### config.mk
export PLATFORM = sky130hd
export DESIGN_NAME = pc_gen_flat
export DESIGN_NICKNAME = d
export VERILOG_FILES = /design/src/rtl/pc_pkg.sv /design/src/rtl/pc_gen_if.sv /design/src/rtl/pc_next_sel.sv /design/src/rtl/pc_gen.sv /design/src/flat_wrapper.sv
export SDC_FILE = /design/constraint.sdc
export NUM_CORES = 1
export LEC_CHECK = 0
export CAP_MARGIN = 40
export CORE_UTILIZATION = 38
export CTS_CLUSTER_DIAMETER = 30
export CTS_CLUSTER_SIZE = 30
export DETAILED_ROUTE_END_ITERATION = 8
export GPL_ROUTABILITY_DRIVEN = 1
export PLACE_DENSITY = 0.83
export REMOVE_ABC_BUFFERS = 1
export SLEW_MARGIN = 20
export SYNTH_ARGS = -nofsm -noshare
export SYNTH_HDL_FRONTEND = slang
export SYNTH_SLANG_ARGS = --single-unit
export TNS_END_PERCENT = 10
### constraint.sdc
create_clock -name clk_in -period 2.15 [get_ports clk_in]
set_clock_uncertainty 0.15 [all_clocks]
set_input_delay 0.3225 -clock clk_in [delete_from_list [all_inputs] [get_ports clk_in]]
set_output_delay 0.3225 -clock clk_in [all_outputs]
set_load 0.03 [all_outputs]
### src/rtl/pc_pkg.sv
// Shared types and helpers for the IF-stage program-counter generator.
//   pc_state_t  : fetch FSM states
//   PC_XLEN     : default address width
//   PC_INC      : default sequential fetch increment (bytes)
//   align_vec() : clears bits [1:0] of a vector address
package pc_pkg;

  typedef enum logic [1:0] {
    BOOT  = 2'd0,
    FETCH = 2'd1,
    FAULT = 2'd2
  } pc_state_t;

  localparam int PC_XLEN = 32;
  localparam int PC_INC  = 4;

  function automatic logic [PC_XLEN-1:0] align_vec(input logic [PC_XLEN-1:0] v);
    return {v[PC_XLEN-1:2], 2'b00};
  endfunction

endpackage

### src/rtl/pc_gen_if.sv
// Instruction-fetch request bus between pc_gen and instruction memory.
//   ireq_valid_o  : fetch request valid (driven by the fetch unit)
//   iaddr_o       : fetch address, stable while valid and not accepted
//   ireq_ready_in : memory accepts the request this cycle
interface pc_gen_if
  import pc_pkg::*;
#(
  parameter int XLEN = PC_XLEN
);
  logic            ireq_valid_o;
  logic            ireq_ready_in;
  logic [XLEN-1:0] iaddr_o;

  modport master (output ireq_valid_o, output iaddr_o, input  ireq_ready_in);
  modport slave  (input  ireq_valid_o, input  iaddr_o, output ireq_ready_in);
endinterface

### src/rtl/pc_next_sel.sv
// Combinational next-PC / next-state selection for pc_gen.
// Priority outside BOOT: trap, then branch (FETCH only), then sequential.
//   state_i, pc_i          : current FSM state and fetch PC
//   hs_i                   : fetch handshake this cycle
//   trap_i, trap_vec_i     : trap request and vector (low 2 bits dropped)
//   branch_taken_i/target_i: redirect request from EX
//   next_pc_o, next_state_o: values for the registers at the next edge
//   kill_o                 : a redirect overrides this cycle's fetch
//   misalign_set_o         : branch target rejected
module pc_next_sel
  import pc_pkg::*;
#(
  parameter int XLEN = PC_XLEN,
  parameter int INC  = PC_INC
) (
  input  pc_state_t       state_i,
  input  logic [XLEN-1:0] pc_i,
  input  logic            hs_i,
  input  logic            trap_i,
  input  logic [XLEN-1:0] trap_vec_i,
  input  logic            branch_taken_i,
  input  logic [XLEN-1:0] branch_target_i,
  output logic [XLEN-1:0] next_pc_o,
  output pc_state_t       next_state_o,
  output logic            kill_o,
  output logic            misalign_set_o
);

  localparam logic [XLEN-1:0] INC_W = XLEN'(INC);

  logic [XLEN-1:0] tvec_al;

  generate
    if (XLEN == PC_XLEN) begin : g_pkg_align
      assign tvec_al = align_vec(trap_vec_i);
    end else begin : g_slice_align
      assign tvec_al = {trap_vec_i[XLEN-1:2], 2'b00};
    end
  endgenerate

  always_comb begin
    next_pc_o      = pc_i;
    next_state_o   = state_i;
    kill_o         = 1'b0;
    misalign_set_o = 1'b0;
    if (state_i == BOOT) begin
      next_state_o = FETCH;
    end else if (trap_i) begin
      next_pc_o    = tvec_al;
      next_state_o = FETCH;
      kill_o       = 1'b1;
    end else if (state_i == FETCH && branch_taken_i) begin
      // Any branch makes the current fetch wrong-path, aligned or not.
      kill_o = 1'b1;
      if (branch_target_i[1:0] == 2'b00) begin
        next_pc_o = branch_target_i;
      end else begin
        // PC holds; wait in FAULT for the exception logic's trap.
        misalign_set_o = 1'b1;
        next_state_o   = FAULT;
      end
    end else if (hs_i) begin
      next_pc_o = pc_i + INC_W;
    end
  end

endmodule

### src/rtl/pc_gen.sv
// Program-counter generator / instruction-fetch requester (IF stage).
//   clk_in, rst_n_in        : clock, async active-low reset
//   stall_in                : decode back-pressure, suppresses requests
//   branch_taken_in/target_in, trap_in/trap_vec_in : redirects
//   ireq (master)           : fetch request valid/ready/address
//   pc_plus_4_o             : fetch PC + INC
//   dec_pc_o / dec_valid_o  : PC of last accepted (non-killed) fetch, 1-cycle pulse
//   misalign_o              : 1-cycle pulse, branch target rejected
module pc_gen
  import pc_pkg::*;
#(
  parameter int              XLEN      = PC_XLEN,
  parameter logic [XLEN-1:0] RESET_VEC = '0,
  parameter int              INC       = PC_INC
) (
  input  logic            clk_in,
  input  logic            rst_n_in,
  input  logic            stall_in,
  input  logic            branch_taken_in,
  input  logic [XLEN-1:0] branch_target_in,
  input  logic            trap_in,
  input  logic [XLEN-1:0] trap_vec_in,
  pc_gen_if.master        ireq,
  output logic [XLEN-1:0] pc_plus_4_o,
  output logic [XLEN-1:0] dec_pc_o,
  output logic            dec_valid_o,
  output logic            misalign_o
);

  localparam logic [XLEN-1:0] INC_W = XLEN'(INC);

  pc_state_t       state_q, state_d;
  logic [XLEN-1:0] fetch_pc_q, fetch_pc_d;
  logic [XLEN-1:0] dec_pc_q;
  logic            dec_valid_q, misalign_q;
  logic            hs, kill, misalign_set;

  assign ireq.ireq_valid_o = (state_q == FETCH) && !stall_in;
  assign ireq.iaddr_o      = fetch_pc_q;
  assign hs                = ireq.ireq_valid_o && ireq.ireq_ready_in;

  assign pc_plus_4_o = fetch_pc_q + INC_W;
  assign dec_pc_o    = dec_pc_q;
  assign dec_valid_o = dec_valid_q;
  assign misalign_o  = misalign_q;

  pc_next_sel #(.XLEN(XLEN), .INC(INC)) u_sel (
    .state_i         (state_q),
    .pc_i            (fetch_pc_q),
    .hs_i            (hs),
    .trap_i          (trap_in),
    .trap_vec_i      (trap_vec_in),
    .branch_taken_i  (branch_taken_in),
    .branch_target_i (branch_target_in),
    .next_pc_o       (fetch_pc_d),
    .next_state_o    (state_d),
    .kill_o          (kill),
    .misalign_set_o  (misalign_set)
  );

  always_ff @(posedge clk_in or negedge rst_n_in) begin
    if (!rst_n_in) begin
      state_q     <= BOOT;
      fetch_pc_q  <= RESET_VEC;
      dec_pc_q    <= '0;
      dec_valid_q <= 1'b0;
      misalign_q  <= 1'b0;
    end else begin
      state_q     <= state_d;
      fetch_pc_q  <= fetch_pc_d;
      misalign_q  <= misalign_set;
      dec_valid_q <= hs && !kill;
      if (hs && !kill) dec_pc_q <= fetch_pc_q;
    end
  end

endmodule
### src/flat_wrapper.sv
// flat-port wrapper written by rule: the top's interface ports become plain ports
module pc_gen_flat import pc_pkg::*;
#(
  parameter int              XLEN      = PC_XLEN,
  parameter logic [XLEN-1:0] RESET_VEC = '0,
  parameter int              INC       = PC_INC
)
  (clk_in, rst_n_in, stall_in, branch_taken_in, branch_target_in, trap_in, trap_vec_in, pc_plus_4_o, dec_pc_o, dec_valid_o, misalign_o, ireq_ireq_valid_o, ireq_iaddr_o, ireq_ireq_ready_in);
  pc_gen_if #(.XLEN(XLEN)) ireq_i ();
  input  logic clk_in;
  input  logic rst_n_in;
  input  logic stall_in;
  input  logic branch_taken_in;
  input  logic [XLEN-1:0] branch_target_in;
  input  logic trap_in;
  input  logic [XLEN-1:0] trap_vec_in;
  output logic [XLEN-1:0] pc_plus_4_o;
  output logic [XLEN-1:0] dec_pc_o;
  output logic dec_valid_o;
  output logic misalign_o;
  output wire logic [$bits(ireq_i.ireq_valid_o)-1:0] ireq_ireq_valid_o;
  output wire logic [$bits(ireq_i.iaddr_o)-1:0] ireq_iaddr_o;
  input wire logic [$bits(ireq_i.ireq_ready_in)-1:0] ireq_ireq_ready_in;
  assign ireq_ireq_valid_o = ireq_i.ireq_valid_o;
  assign ireq_iaddr_o = ireq_i.iaddr_o;
  assign ireq_i.ireq_ready_in = ireq_ireq_ready_in;
  pc_gen #(.XLEN(XLEN), .RESET_VEC(RESET_VEC), .INC(INC)) u_core (.clk_in(clk_in), .rst_n_in(rst_n_in), .stall_in(stall_in), .branch_taken_in(branch_taken_in), .branch_target_in(branch_target_in), .trap_in(trap_in), .trap_vec_in(trap_vec_in), .ireq(ireq_i), .pc_plus_4_o(pc_plus_4_o), .dec_pc_o(dec_pc_o), .dec_valid_o(dec_valid_o), .misalign_o(misalign_o));
endmodule
==> impl_metrics.prom, run 1 <==
# TYPE chip_impl_metric gauge
chip_impl_metric{name="crit_required",unit="ps"} 1680
chip_impl_info{name="path_cells",value="and4_4, nand3_4, or4_4, xnor2_2, buf_6"} 1
chip_impl_metric{name="fin_crit_sh",unit="%"} 117
chip_impl_metric{name="route.final.wire_length",unit="µm"} 13600
chip_impl_metric{name="dpl.cell_count",unit=""} 731
chip_impl_metric{name="worst_slew_margin_rel",unit="%"} 67.4
chip_impl_metric{name="clkLatencyLatePin",unit="ps"} 350
chip_impl_metric{name="synthesis.area_per_instance",unit="µm²"} 10.0
chip_impl_metric{name="fp.dieW",unit="µm"} 102
chip_impl_metric{name="grt_max_degree",unit=""} 38
chip_impl_metric{name="critPathMaxFanout",unit=""} 7
chip_impl_info{name="status",value="finished, violations left"} 1
chip_impl_metric{name="finalNonFillerCells",unit=""} 752
chip_impl_metric{name="first_global_vias",unit=""} 4289
chip_impl_info{name="holdCritPathClass",value="input pin to async pin"} 1
chip_impl_metric{name="cts.htree.levels",unit=""} 3
chip_impl_metric{name="leakagePower",unit="nW"} 2.93
chip_impl_metric{name="floorplan.die.height",unit="µm"} 102
chip_impl_metric{name="asyncSetResetFlopFracSynth",unit="%"} 100
chip_impl_metric{name="place_congestion",unit=""} 0.821
chip_impl_metric{name="detail_route.iter0.violations",unit=""} 230
chip_impl_metric{name="vdd_drop_max",unit="µV"} 656
chip_impl_metric{name="post_route_cells_drive_above_1_share",unit="%"} 33.6
chip_impl_metric{name="synth-seq-cells",unit=""} 68
chip_impl_metric{name="clkSinkCount",unit=""} 68
chip_impl_metric{name="max-cap-violations",unit=""} 0
chip_impl_metric{name="worst-r2r-setup-slack",unit="ps"} -80
chip_impl_metric{name="grt.overflow.total",unit=""} 0
chip_impl_info{name="grt_setup_unrepaired",value="yes"} 1
chip_impl_metric{name="drt-wirelength-per-cell",unit="µm"} 18.1
chip_impl_info{name="clockRootBuffer",value="sky130_fd_sc_hd__clkbuf_8"} 1
chip_impl_metric{name="placement.io_buffers",unit=""} 166
chip_impl_info{name="worst_setup_path_class",value="flip-flop to output port"} 1
chip_impl_info{name="critical_path.reg2reg.startpoint",value="u_core.ireq.iaddr_o[16]"} 1
chip_impl_metric{name="core.rowCount",unit=""} 36
chip_impl_metric{name="synthToLayoutAreaGrowth",unit="%"} 75.2
chip_impl_metric{name="timing.final.hold_violations",unit=""} 0
chip_impl_metric{name="fin_nets",unit=""} 687
chip_impl_metric{name="final.min_clock_period",unit="ps"} 2520
chip_impl_metric{name="rr_worst_depth",unit=""} 6
chip_impl_metric{name="slowest_delay",unit="ps"} 590
chip_impl_metric{name="cp.arrival",unit="ps"} 2050
chip_impl_metric{name="yosysWarningCount",unit=""} 0
chip_impl_info{name="timing.critical_path.slowest_stage_cell",value="sky130_fd_sc_hd__or4_4"} 1
chip_impl_metric{name="final-max-slew-violation-count",unit=""} 0
chip_impl_metric{name="synth_cells",unit=""} 382
chip_impl_metric{name="detailed_place.area",unit="mm²"} 0.00619
chip_impl_metric{name="ioPinCount",unit=""} 169
chip_impl_metric{name="ant_nets",unit=""} 0
chip_impl_metric{name="design.die.area",unit="mm²"} 0.0105
chip_impl_metric{name="setup_violations",unit=""} 26
chip_impl_info{name="failed_checks",value="negative setup slack"} 1
chip_impl_metric{name="worstMarginPinSlew",unit="ps"} 484
chip_impl_info{name="dominantRegCellSynth",value="sky130_fd_sc_hd__dfrtp_1"} 1
chip_impl_metric{name="vias",unit=""} 4143
chip_impl_metric{name="clk_transition_reported_paths",unit="ps"} 80
chip_impl_metric{name="global_route_wire_length_before_repair",unit="µm"} 21500
chip_impl_info{name="sort_of_element_at_the_start_of_the_critical_path",value="flip-flop"} 1
chip_impl_metric{name="stdcell_area",unit="mm²"} 0.00670
chip_impl_metric{name="start_util",unit="%"} 39.1
chip_impl_metric{name="clockBufferDepth",unit=""} 2
chip_impl_metric{name="setup_ws",unit="ps"} -372
chip_impl_metric{name="core_area",unit="mm²"} 0.00977
chip_impl_info{name="cp-end-kind",value="output port"} 1
chip_impl_info{name="crit_path_start",value="u_core.ireq.iaddr_o[16]"} 1
chip_impl_metric{name="synth_edf_count",unit=""} 0
chip_impl_metric{name="diodes",unit=""} 0
chip_impl_metric{name="detailedPlacementHpwl",unit="µm"} 10100
chip_impl_metric{name="synth.cell_area",unit="mm²"} 0.00383
chip_impl_metric{name="netlist-cell-type-count",unit=""} 46
chip_impl_metric{name="fillerInstances",unit=""} 745
chip_impl_metric{name="groute.usage.overall",unit="%"} 27.1
chip_impl_metric{name="avgViaCountPerCell",unit=""} 5.51
chip_impl_metric{name="synth_sequential_area_ratio",unit="%"} 44.5
chip_impl_info{name="cts_tree",value="built"} 1
chip_impl_info{name="critical_path.reg2reg.endpoint",value="u_core.ireq.iaddr_o[26]"} 1
chip_impl_metric{name="grt_antenna_before_repair",unit=""} 0
chip_impl_metric{name="fmax",unit="MHz"} 396
chip_impl_metric{name="tritoncts.num_buffers",unit=""} 9
chip_impl_metric{name="drt-pass1-iter-count",unit=""} 5
chip_impl_metric{name="detail_route.drc_violations",unit=""} 0
chip_impl_metric{name="p_per_area",unit="mW/mm²"} 1050
==> how the worst max path moves through the flow <==
stage	cells past startpoint	end
2_1_floorplan	4	u_core.dec_pc_o[0]
3_3_place_gp	6	u_core.ireq.iaddr_o[15]
3_5_place_dp	6	u_core.ireq.iaddr_o[30]
4_1_cts	8	pc_plus_4_o[31]
5_1_grt	7	pc_plus_4_o[28]
6_report	5	pc_plus_4_o[26]
==> where the power goes <==
group | internal, mW | total (mW) | switching, mW
registers | 1.70 | 1.99 | 0.287
logic | 1.77 | 3.97 | 2.20
clock network | 0.586 | 1.07 | 0.487
total | 4.06 | 7.03 | 2.97
==> per-stage QoR <==
step                      power, mW  setup WS [ps]  utilization (%)  hold slack (ps)  TNS, ps
after floorplan                3.97           -963                -             -123   -40320
after global placement         5.75           -245             63.3              148    -3940
after detailed placement       5.87           -247             63.4              150    -6100
after CTS                      7.02           -420             67.4              326    -7420
after global routing           7.37           -448             68.6              359    -8790
final                          7.03           -372             68.6              315    -6360
==> cell usage after synthesis (9+ instances only) <==
master | instances | share of area [%]
sky130_fd_sc_hd__dfrtp_1 | 68 | 44
sky130_fd_sc_hd__nand2_1 | 17 | 1.7
sky130_fd_sc_hd__xnor2_1 | 11 | 2.5
sky130_fd_sc_hd__mux2_2 | 32 | 9.4
sky130_fd_sc_hd__o21ai_0 | 26 | 3.4
sky130_fd_sc_hd__a222oi_1 | 13 | 3.4
sky130_fd_sc_hd__nand3_1 | 14 | 1.8
sky130_fd_sc_hd__buf_2 | 9 | 1.2
sky130_fd_sc_hd__inv_1 | 10 | 0.98
sky130_fd_sc_hd__a21oi_1 | 14 | 1.8
sky130_fd_sc_hd__o2bb2ai_1 | 15 | 3.4
sky130_fd_sc_hd__xor2_1 | 17 | 3.9
sky130_fd_sc_hd__clkbuf_1 | 19 | 1.9
sky130_fd_sc_hd__nor2_1 | 27 | 2.6
==> layout by cell type (no fill, tap or decap), types with 3 or more instances in the layout <==
cell	n
sky130_fd_sc_hd__nor4_2	6
sky130_fd_sc_hd__a22oi_1	8
sky130_fd_sc_hd__nor2_1	24
sky130_fd_sc_hd__a21o_1	3
sky130_fd_sc_hd__dfrtp_1	67
sky130_fd_sc_hd__nand4_1	3
sky130_fd_sc_hd__a22o_1	8
sky130_fd_sc_hd__a221oi_1	3
sky130_fd_sc_hd__clkbuf_8	11
sky130_fd_sc_hd__nand2_1	13
sky130_fd_sc_hd__nor2_2	3
sky130_fd_sc_hd__o2bb2ai_1	15
sky130_fd_sc_hd__dlymetal6s2s_1	3
sky130_fd_sc_hd__buf_4	96
sky130_fd_sc_hd__buf_12	9
sky130_fd_sc_hd__xnor2_1	7
sky130_fd_sc_hd__nand2b_1	4
sky130_fd_sc_hd__clkdlybuf4s50_1	130
sky130_fd_sc_hd__and3_1	5
sky130_fd_sc_hd__o22ai_1	6
sky130_fd_sc_hd__xor2_1	13
sky130_fd_sc_hd__mux2_2	32
sky130_fd_sc_hd__a222oi_1	13
sky130_fd_sc_hd__a21oi_1	14
sky130_fd_sc_hd__nand3_1	10
sky130_fd_sc_hd__buf_6	12
sky130_fd_sc_hd__o21ai_0	26
sky130_fd_sc_hd__dlygate4sd2_1	4
sky130_fd_sc_hd__inv_1	10
sky130_fd_sc_hd__xnor2_2	4
sky130_fd_sc_hd__nand3_4	3
sky130_fd_sc_hd__o31a_1	6
sky130_fd_sc_hd__xor2_2	4
sky130_fd_sc_hd__nand2_2	4
==> cell families (layout without fill, tap and decap cells) <==
logic type      count (synthesis)  count (layout)  synth area share [%]
flops                          68              68                  44.5
compound gates                107             107                  20.1
xor+xnor                       28              28                  6.41
buf+inv                        44             281                  4.84
simple gates                  101             101                  14.2
mux                            33              33                  9.68
fa+ha+maj                       1               1                 0.327
==> routing by layer <==
layer  vias to the layer above  GRT usage (%)  routed length [µm]
met5                         -              0                   0
met4                         0           11.1                 326
met3                        30           5.13                1040
met2                       197           47.2                6940
met1                      2028           33.0                5330
li1                       1888              -                   -
==> worst max-delay path: cells and delay by family, from the launching register on <==
kind	cells	cell delay [ps]
simple gates	3	1010
flops	1	360
xor+xnor	1	170
buf+inv	1	150
==> repair_timing <==
item                                    in CTS  in global routing
gates resized for setup                     43                 26
endpoints found under the hold margin       31                  0
endpoints found under the setup margin      34                 36
hold buffers                                 1                  0
pin swaps                                    9                  8
buffers inserted                             4                  2
==> state kept, by name, indices dropped and copies added, names as in the netlist <==
register / cells
u_core.dec_valid_o: 1
u_core.misalign_o: 1
u_core.state_q: 2
u_core.dec_pc_o: 32
u_core.ireq.iaddr_o: 32
==> layout make-up <==
cell class	instances	area (µm²)	share of cell area (%)
Timing Repair Buffer	257	2430	36.3
Multi-Input combinational cell	270	2180	32.5
Clock inverter	2	35.0	0.523
Inverter	10	37.5	0.560
Sequential cell	68	1700	25.4
Tap cell	133	166	2.48
Clock buffer	12	155	2.31
Note: power is estimated with default switching activity, not from simulation.
==> inputs of run 2 (changes only) <==
--- a/config.mk
+++ b/config.mk
@@ -5,7 +5,6 @@
 export SDC_FILE = /design/constraint.sdc
 export NUM_CORES = 1
 export LEC_CHECK = 0
-export CAP_MARGIN = 40
 export CORE_UTILIZATION = 38
 export CTS_CLUSTER_DIAMETER = 30
 export CTS_CLUSTER_SIZE = 30
==> run 2 against run 1 <==
Net effect:
- the flow still finishes with violations (negative setup slack)
- first-iteration DRC count is 18% lower
- critical path type unchanged
- sequential power barely moved
- via count is 1.4% higher
- final cell count up 0.40%
==> impl_metrics.prom, run 2 (synthesis results as in run 1) <==
# TYPE chip_impl_metric gauge
chip_impl_metric{name="clkLatencyLatePin",unit="ps"} 350
chip_impl_metric{name="pre_cts_slack",unit="ps"} -266
chip_impl_metric{name="final.min_clock_period",unit="ps"} 2570
chip_impl_metric{name="slowest_delay",unit="ps"} 420
chip_impl_metric{name="drt-wirelength-per-cell",unit="µm"} 18.8
chip_impl_metric{name="detailedPlacementHpwl",unit="µm"} 10100
chip_impl_metric{name="cp.arrival",unit="ps"} 2100
chip_impl_metric{name="worst-r2r-setup-slack",unit="ps"} -110
chip_impl_metric{name="critPathMaxFanout",unit=""} 3
chip_impl_metric{name="worstMarginPinSlew",unit="ps"} 611
chip_impl_metric{name="fp.dieW",unit="µm"} 102
chip_impl_metric{name="timing.final.hold_violations",unit=""} 0
chip_impl_metric{name="fin_crit_sh",unit="%"} 119
chip_impl_info{name="critPathTopFamily",value="simple AND/OR/NAND/NOR gates"} 1
chip_impl_metric{name="leakagePower",unit="nW"} 3.01
chip_impl_metric{name="grt_max_degree",unit=""} 38
chip_impl_metric{name="floorplan.die.height",unit="µm"} 102
chip_impl_metric{name="setup_ws",unit="ps"} -418
chip_impl_info{name="layout_common_cells",value="sky130_fd_sc_hd__clkdlybuf4s50_1 (129), sky130_fd_sc_hd__buf_4 (101), sky130_fd_sc_hd__dfrtp_1 (67)"} 1
chip_impl_metric{name="core_area",unit="mm²"} 0.00977
chip_impl_info{name="worst_setup_path_class",value="flip-flop to output port"} 1
chip_impl_metric{name="fillerInstances",unit=""} 729
chip_impl_metric{name="setup_violations",unit=""} 27
chip_impl_info{name="path_cells",value="buf_6, and4_4, buf_6, nand3_4, nor4_4, buf_4, xor2_1, buf_4"} 1
chip_impl_metric{name="drt-pass1-iter-count",unit=""} 5
chip_impl_metric{name="stdcell_area",unit="mm²"} 0.00679
chip_impl_metric{name="vias",unit=""} 4203
chip_impl_metric{name="final-max-slew-violation-count",unit=""} 0
chip_impl_metric{name="vdd_drop_max",unit="µV"} 639
chip_impl_info{name="critical_path.reg2reg.endpoint",value="u_core.ireq.iaddr_o[26]"} 1
chip_impl_info{name="sort_of_element_at_the_start_of_the_critical_path",value="flip-flop"} 1
chip_impl_metric{name="start_util",unit="%"} 39.1
chip_impl_metric{name="clockBufferDepth",unit=""} 2
chip_impl_metric{name="detail_route.drc_violations",unit=""} 0
chip_impl_info{name="failed_checks",value="negative setup slack"} 1
chip_impl_metric{name="crit_required",unit="ps"} 1680
chip_impl_metric{name="first_global_vias",unit=""} 4326
chip_impl_metric{name="placement.io_buffers",unit=""} 166
chip_impl_metric{name="avgViaCountPerCell",unit=""} 5.57
chip_impl_metric{name="cts.htree.levels",unit=""} 3
chip_impl_metric{name="grt_antenna_before_repair",unit=""} 0
chip_impl_info{name="holdCritPathClass",value="input pin to async pin"} 1
chip_impl_info{name="critical_path.reg2reg.startpoint",value="u_core.ireq.iaddr_o[15]"} 1
chip_impl_metric{name="detail_route.iter0.violations",unit=""} 188
chip_impl_info{name="status",value="finished, violations left"} 1
chip_impl_metric{name="rr_worst_depth",unit=""} 6
chip_impl_metric{name="fmax",unit="MHz"} 389
chip_impl_metric{name="design.die.area",unit="mm²"} 0.0105
chip_impl_metric{name="worst_slew_margin_rel",unit="%"} 59.2
chip_impl_metric{name="grt.overflow.total",unit=""} 0
chip_impl_metric{name="synthToLayoutAreaGrowth",unit="%"} 77.5
chip_impl_metric{name="detailed_place.area",unit="mm²"} 0.00619
chip_impl_metric{name="tritoncts.num_buffers",unit=""} 9
chip_impl_info{name="clockRootBuffer",value="sky130_fd_sc_hd__clkbuf_8"} 1
chip_impl_metric{name="route.final.wire_length",unit="µm"} 14200
chip_impl_info{name="cp-end-kind",value="output port"} 1
chip_impl_metric{name="groute.usage.overall",unit="%"} 27.2
chip_impl_info{name="most_common_library_cell_in_the_layout_ignoring_fill_and_taps",value="sky130_fd_sc_hd__clkdlybuf4s50_1"} 1
chip_impl_metric{name="global_route_wire_length_before_repair",unit="µm"} 21600
chip_impl_metric{name="post_route_cells_drive_above_1_share",unit="%"} 34.4
chip_impl_metric{name="ant_nets",unit=""} 0
chip_impl_metric{name="p_per_area",unit="mW/mm²"} 1050
chip_impl_metric{name="clk_transition_reported_paths",unit="ps"} 80
chip_impl_metric{name="ioPinCount",unit=""} 169
chip_impl_metric{name="place_congestion",unit=""} 0.821
chip_impl_info{name="timing.critical_path.slowest_stage_cell",value="sky130_fd_sc_hd__dfrtp_1"} 1
chip_impl_info{name="grt_setup_unrepaired",value="yes"} 1
chip_impl_metric{name="fin_nets",unit=""} 690
chip_impl_metric{name="max-cap-violations",unit=""} 0
chip_impl_metric{name="diodes",unit=""} 0
chip_impl_metric{name="clkSinkCount",unit=""} 68
chip_impl_info{name="cts_tree",value="built"} 1
chip_impl_metric{name="cp_num_buf_inv",unit=""} 4
chip_impl_metric{name="core.rowCount",unit=""} 36
[run 2: through the flow]
stage | setup TNS (ps) | hold WS, ps | util, % | cells | power (mW)
floorplan | -40320 | -123 | - | 348 | 3.97
global placement | -3940 | 148 | 63.3 | 730 | 5.75
detailed placement | -7350 | 148 | 63.3 | 730 | 5.86
CTS | -7500 | 325 | 67.2 | 753 | 7.06
global route | -9210 | 362 | 69.5 | 755 | 7.47
finish | -6600 | 325 | 69.5 | 755 | 7.15
[run 2: worst max-delay path by stage]
stage,start,endpoint,depth (start not counted)
after floorplan,u_core.state_q[0],u_core.dec_pc_o[0],4
after global placement,trap_in,u_core.ireq.iaddr_o[15],6
after detailed placement,trap_in,u_core.ireq.iaddr_o[15],6
after CTS,u_core.ireq.iaddr_o[3],pc_plus_4_o[28],7
after global routing,u_core.ireq.iaddr_o[3],pc_plus_4_o[31],8
final,u_core.ireq.iaddr_o[3],pc_plus_4_o[31],8
[run 2: per-layer routing]
| metal | part of all wire [%] | routed length [µm] | track usage, % |
|---|---|---|---|
| met2 | 51 | 7270 | 48.1 |
| met5 | 0 | 0 | 0 |
| met1 | 39 | 5590 | 32.9 |
| met3 | 7.0 | 998 | 4.51 |
| met4 | 2.3 | 322 | 11.1 |
[run 2: repair_timing]
action / CTS / global route
pin swaps: 12 / 6
endpoints found under the hold margin: 31 / 0
setup endpoints to repair: 34 / 42
resized for setup: 34 / 44
setup buffers: 8 / 2
hold buffers: 1 / 0
[run 2: worst register-to-register path: cells and delay by family (launching register included)]
| kind | cells | cell delay (ps) |
|---|---|---|
| simple gates | 3 | 1040 |
| compound gates | 2 | 460 |
| flops | 1 | 360 |
| buf+inv | 1 | 170 |
[run 2: layout make-up]
type / instances / area, µm² / area share (%)
clock inverters: 1 / 30.0 / 0.442
well taps: 133 / 166 / 2.45
inverters: 10 / 37.5 / 0.553
flip-flops and latches: 68 / 1700 / 25.1
clock buffers: 13 / 179 / 2.63
repair buffers: 260 / 2450 / 36.1
multi-input cells: 270 / 2220 / 32.8
[run 2: power by group]
part / switching, mW / total, mW / internal (mW)
sequential: 0.288 / 1.99 / 1.70
combinational: 2.22 / 4.01 / 1.79
clock: 0.497 / 1.15 / 0.651
total: 3.01 / 7.15 / 4.14
